<file path="src/rtl/seg7_pkg.sv">
// seg7_pkg: shared segment constants and hex-digit glyph table for seg7_array
package seg7_pkg;
  localparam logic [6:0] SEG_BLANK = 7'h7F;
  localparam logic [6:0] SEG_DASH = 7'h3F;
  localparam logic [6:0] GLYPHS [16] = '{
    7'h40, 7'h79, 7'h24, 7'h30, 7'h19, 7'h12, 7'h02, 7'h78,
    7'h00, 7'h10, 7'h08, 7'h03, 7'h46, 7'h21, 7'h06, 7'h0E
  };
  function automatic logic [6:0] glyph(input logic [3:0] n);
    return GLYPHS[n];
  endfunction
endpackage

</file>
<file path="src/rtl/seg7_glyph.sv">
// seg7_glyph: 4-bit to active-low 7-segment decode, blank when not enabled
module seg7_glyph
  import seg7_pkg::*;
(
  input  logic [3:0] nib,
  input  logic       en,
  output logic [6:0] seg
);
  assign seg = en ? glyph(nib) : SEG_BLANK;
endmodule

</file>
<file path="src/rtl/seg7_array.sv">
// seg7_array: latched multi-digit 7-segment driver with enable, LZS, blink and dash modes
module seg7_array
  import seg7_pkg::*;
#(
  parameter int DIGITS = 4,
  parameter int BLINK_DIV = 25000000
) (
  input  logic                  clk,
  input  logic                  rst,
  input  logic                  load,
  input  logic [4*DIGITS-1:0]   val,
  input  logic [DIGITS-1:0]     en_mask,
  input  logic [DIGITS-1:0]     blink_mask,
  input  logic                  lzs,
  input  logic                  err,
  output logic [7*DIGITS-1:0]   hex,
  output logic                  upd
);
  localparam int CW = $clog2(BLINK_DIV);
  logic [4*DIGITS-1:0] val_q;
  logic [DIGITS-1:0] en_q, blink_q;
  logic lzs_q, err_q, ld_q, phase, wrap;
  logic [CW-1:0] cnt;
  logic [3:0] hi;
  logic [7*DIGITS-1:0] seg;
  always_comb begin
    hi = '0;
    for (int i = 0; i < DIGITS; i++) hi = (val_q[4*i+:4] != 4'h0) ? 4'(i) : hi;
  end
  assign wrap = (cnt == CW'(BLINK_DIV - 1));
  for (genvar d = 0; d < DIGITS; d++) begin : g_digit
    logic on;
    logic [6:0] glyph_seg;
    assign on = en_q[d] && !(lzs_q && (4'(d) > hi)) && !(blink_q[d] && !phase);
    seg7_glyph u_glyph (.nib(val_q[4*d+:4]), .en(on), .seg(glyph_seg));
    assign seg[7*d+:7] = (en_q[d] && err_q) ? SEG_DASH : glyph_seg;
  end
  always_ff @(posedge clk) begin
    if (rst) begin
      val_q <= '0;
      en_q <= '0;
      blink_q <= '0;
      lzs_q <= 1'b0;
      err_q <= 1'b0;
      ld_q <= 1'b0;
      upd <= 1'b0;
      cnt <= '0;
      phase <= 1'b1;
      hex <= '1;
    end else begin
      cnt <= wrap ? '0 : cnt + CW'(1);
      phase <= phase ^ wrap;
      if (load) begin
        val_q <= val;
        en_q <= en_mask;
        blink_q <= blink_mask;
        lzs_q <= lzs;
        err_q <= err;
      end
      ld_q <= load;
      upd <= ld_q;
      hex <= seg;
    end
  end
endmodule

</file>
<file path="config.mk">
export PLATFORM = sky130hd
export DESIGN_NAME = seg7_array
export DESIGN_NICKNAME = d
export VERILOG_FILES = /design/src/rtl/seg7_pkg.sv /design/src/rtl/seg7_glyph.sv /design/src/rtl/seg7_array.sv
export SDC_FILE = /design/constraint.sdc
export NUM_CORES = 1
export LEC_CHECK = 0
export BUFFER_PORTS_ARGS = -buffer_cell sky130_fd_sc_hd__clkbuf_2
export CELL_PAD_IN_SITES_DETAIL_PLACEMENT = 1
export CELL_PAD_IN_SITES_GLOBAL_PLACEMENT = 1
export CORE_ASPECT_RATIO = 1.4
export CORE_MARGIN = 2
export CORE_UTILIZATION = 46
export CTS_BUF_LIST = sky130_fd_sc_hd__clkbuf_4 sky130_fd_sc_hd__clkbuf_8 sky130_fd_sc_hd__clkbuf_16
export CTS_CLUSTER_DIAMETER = 60
export CTS_CLUSTER_SIZE = 14
export DETAILED_ROUTE_END_ITERATION = 16
export GPL_ROUTABILITY_DRIVEN = 0
export GPL_TIMING_DRIVEN = 0
export MAX_ROUTING_LAYER = met4
export PLACE_DENSITY = 0.81
export SYNTH_ARGS = -nofsm -noshare
export SYNTH_HDL_FRONTEND = slang
export SYNTH_SLANG_ARGS = --single-unit
</file>
<file path="constraint.sdc">
create_clock -name clk -period 4.8 [get_ports clk]
set_input_delay 0.24 -clock clk [delete_from_list [all_inputs] [get_ports clk]]
set_output_delay 0.24 -clock clk [all_outputs]
set_load 0.1 [all_outputs]
</file>
==> impl_metrics.yaml <==
logic_synthesis:
  seq_area_frac_synth: 0.428
  synth-seq-cells: 82
  yosysWarnings: 0
  synth_edf_count: 0
  synth.net_count: 478
  synth.avg_cell_area_um2: 9.02
  ys_types: 46
  synth_ff_type: "dfxtp_1"
  netlist_area_mm2: 0.00383
  ys_async_sr_fraction: 0
  netlist_instances: 425
cells_and_area:
  final_cell_count_no_fill: 598
  final_core_util: 0.557
  area.growth.synth_to_final_pct: 18.5
  final_nets: 544
  drive_above_1_share: 0.157
  diodes: 0
route:
  drt_iter0_drc: 103
  totalWireLength_mm: 9.84
  vias: 3327
  via_per_inst: 5.56
  drtAntennaViolNets: 0
  drc_errors: 0
  drtPass1Iterations: 4
  wl_per_cell_um: 16.4
clock_network:
  cts_buffer_depth: 2
  root_buffer: "clkbuf_16"
  cts_num_sinks: 82
  cts_resized: 0
  cts.htree.levels: 3
  postCtsHoldBufs: 0
  cts_tree: "done"
  cts_setup_buffers: 0
  path_clk_slew_ps: 60
  clk_latency_ps: 340
  cts_buffers: 9
pwr:
  power.density_mw_per_mm2: 360
  leakage_uw: 0.00178
  worst_ir_drop_vdd_v: 0.000220
worst_hold_path:
  min_to: "val_q[6]"
  worstHoldStart: "val[6]"
  hold_class: "input port to flop"
  whs_path_depth: 3
outcome:
  outcome: "complete, no violations"
placement:
  dp.cells: 582
  dp_hpwl_mm: 7.24
  io_buffers: 55
worst_setup_path:
  worstPathMaxFanout: 6
  r2r_setup_slack_ps: 2190
  cp-start-kind: "flop"
  arrival_ps: 2760
  worstSetupPathType: "flop to flop"
  reg2reg_from: "val_q[12]"
  endpoint_kind: "flop"
  r2r-end: "hex[7]"
  worstPathRequired_ps: 4940
  reg2reg_depth: 6
sta:
  rsz0062_at_grt: "false"
  worst_slew_pin_slew_ps: 972
  max_freq_mhz: 383
  fin_crit_sh: 0.544
  finalCriticalPeriod_ps: 2610
  setup_tns_ps: 0
  finalSetupViolCount: 0
  drv_slew: 0
  hold_viol_final: 0
  finClkSkew_ps: 5.78
  max_slew_margin: 0.343
grt:
  grt_antenna_before_repair: 0
  grt_max_degree: 14
  grt_pass1_wl_mm: 16.3
  grt_pass1_vias: 3451
  overflow: 0
  grt_usage: 0.239
die:
  die_h_um: 112
  dieArea_mm2: 0.00909
  core-area_mm2: 0.00815
  rows: 39
  ios: 58
  dieWidth_um: 81.2
  start_util: 0.470
flow_run:
  cap_violations: 0
==> power by group <==
part           switching [uW]  total, uW  internal [uW]
combinational             147        206           58.4
sequential               19.9        725            705
clock                     275        703            428
==> synthesized netlist by cell type, types with 5 or more instances <==
cell type,number,area share
dfxtp_1,82,0.43
nor3_1,7,0.0091
nand4_1,7,0.011
nand2b_1,9,0.015
o211ai_1,16,0.031
o21ai_0,14,0.018
nor2b_1,6,0.0098
nand2_1,30,0.029
inv_1,21,0.021
o311ai_0,13,0.030
or3_1,6,0.0098
ha_1,24,0.078
nand3_1,11,0.014
a21oi_1,13,0.017
mux2i_1,28,0.073
nor4_1,5,0.0082
xnor2_1,12,0.027
nor2_1,58,0.057
clkbuf_1,18,0.018
==> metal layers <==
layer,vias up,GRT usage,share of wire
met1,1609,0.251,0.40
met4,0,0.0949,0.022
met3,19,0.0418,0.029
met5,-,-,0
li1,1631,-,-
met2,68,0.431,0.54
==> critical path: stages (launching register included) <==
cell      delay, ps
dfxtp_1         450
inv_1           120
ha_1            270
nor4bb_1        200
and4_1          220
nor4b_1         830
o311ai_0        320
==> registers in the layout (all words and copies together), names as in the netlist, 4 cells and up <==
register / count
hex: 28
val_q: 16
en_q: 4
cnt: 25
blink_q: 4
==> through the flow <==
step	instance area, um2	total power, uW	worst slack [ps]	hold WS, ps
final	4540	1630	2190	135
after global routing	4540	1700	1780	142
after CTS	4540	1650	2120	133
after detailed placement	4240	945	2170	422
after global placement	4240	936	2270	406
after floorplan	3830	890	2800	387
==> final cells by class <==
cell class | count | area, um2
Timing Repair Buffer | 55 | 275
Clock inverter | 5 | 52.6
Buffer | 21 | 80.1
Fill cell | 966 | 3610
Tap cell | 102 | 128
Clock buffer | 11 | 253
Sequential cell | 82 | 1640
Multi-Input combinational cell | 301 | 2030
Inverter | 21 | 78.8
==> how the worst max path moves through the flow <==
stage,slack [ps],depth (start not counted),start,to
after floorplan,2800,6,val_q[12],hex[7]
after global placement,2270,6,val_q[12],hex[12]
after detailed placement,2170,6,val_q[12],hex[7]
after CTS,2120,6,val_q[12],hex[7]
after global routing,1780,6,val_q[8],hex[7]
final,2190,6,val_q[12],hex[7]
==> cells in the final DEF, fill, tap and decap left out, drive strengths merged, types with 4 or more instances in the layout <==
cell type	n
nand2b	9
xnor2	12
or4	4
nor3	7
nor2b	6
inv	21
nor4	5
a21oi	13
clkbuf	84
nand4	8
nand3	11
o211ai	16
nor2	58
mux2i	28
o311ai	13
or3	6
o21ai	15
nand2	30
dfxtp	82
ha	24
==> cells by family (layout without fill, tap and decap cells) <==
kind of cell,Yosys count,in the layout,share of synthesized area
adder cells (fa/ha/maj),24,24,0.0783
AO/OA/AOI/OAI,75,75,0.136
AND/OR/NAND/NOR,159,159,0.208
flip-flops,82,82,0.428
multiplexers,29,29,0.0760
buffers and inverters,42,113,0.0414
XOR/XNOR,14,14,0.0320
No activity file was read; power rests on OpenSTA's default activity.
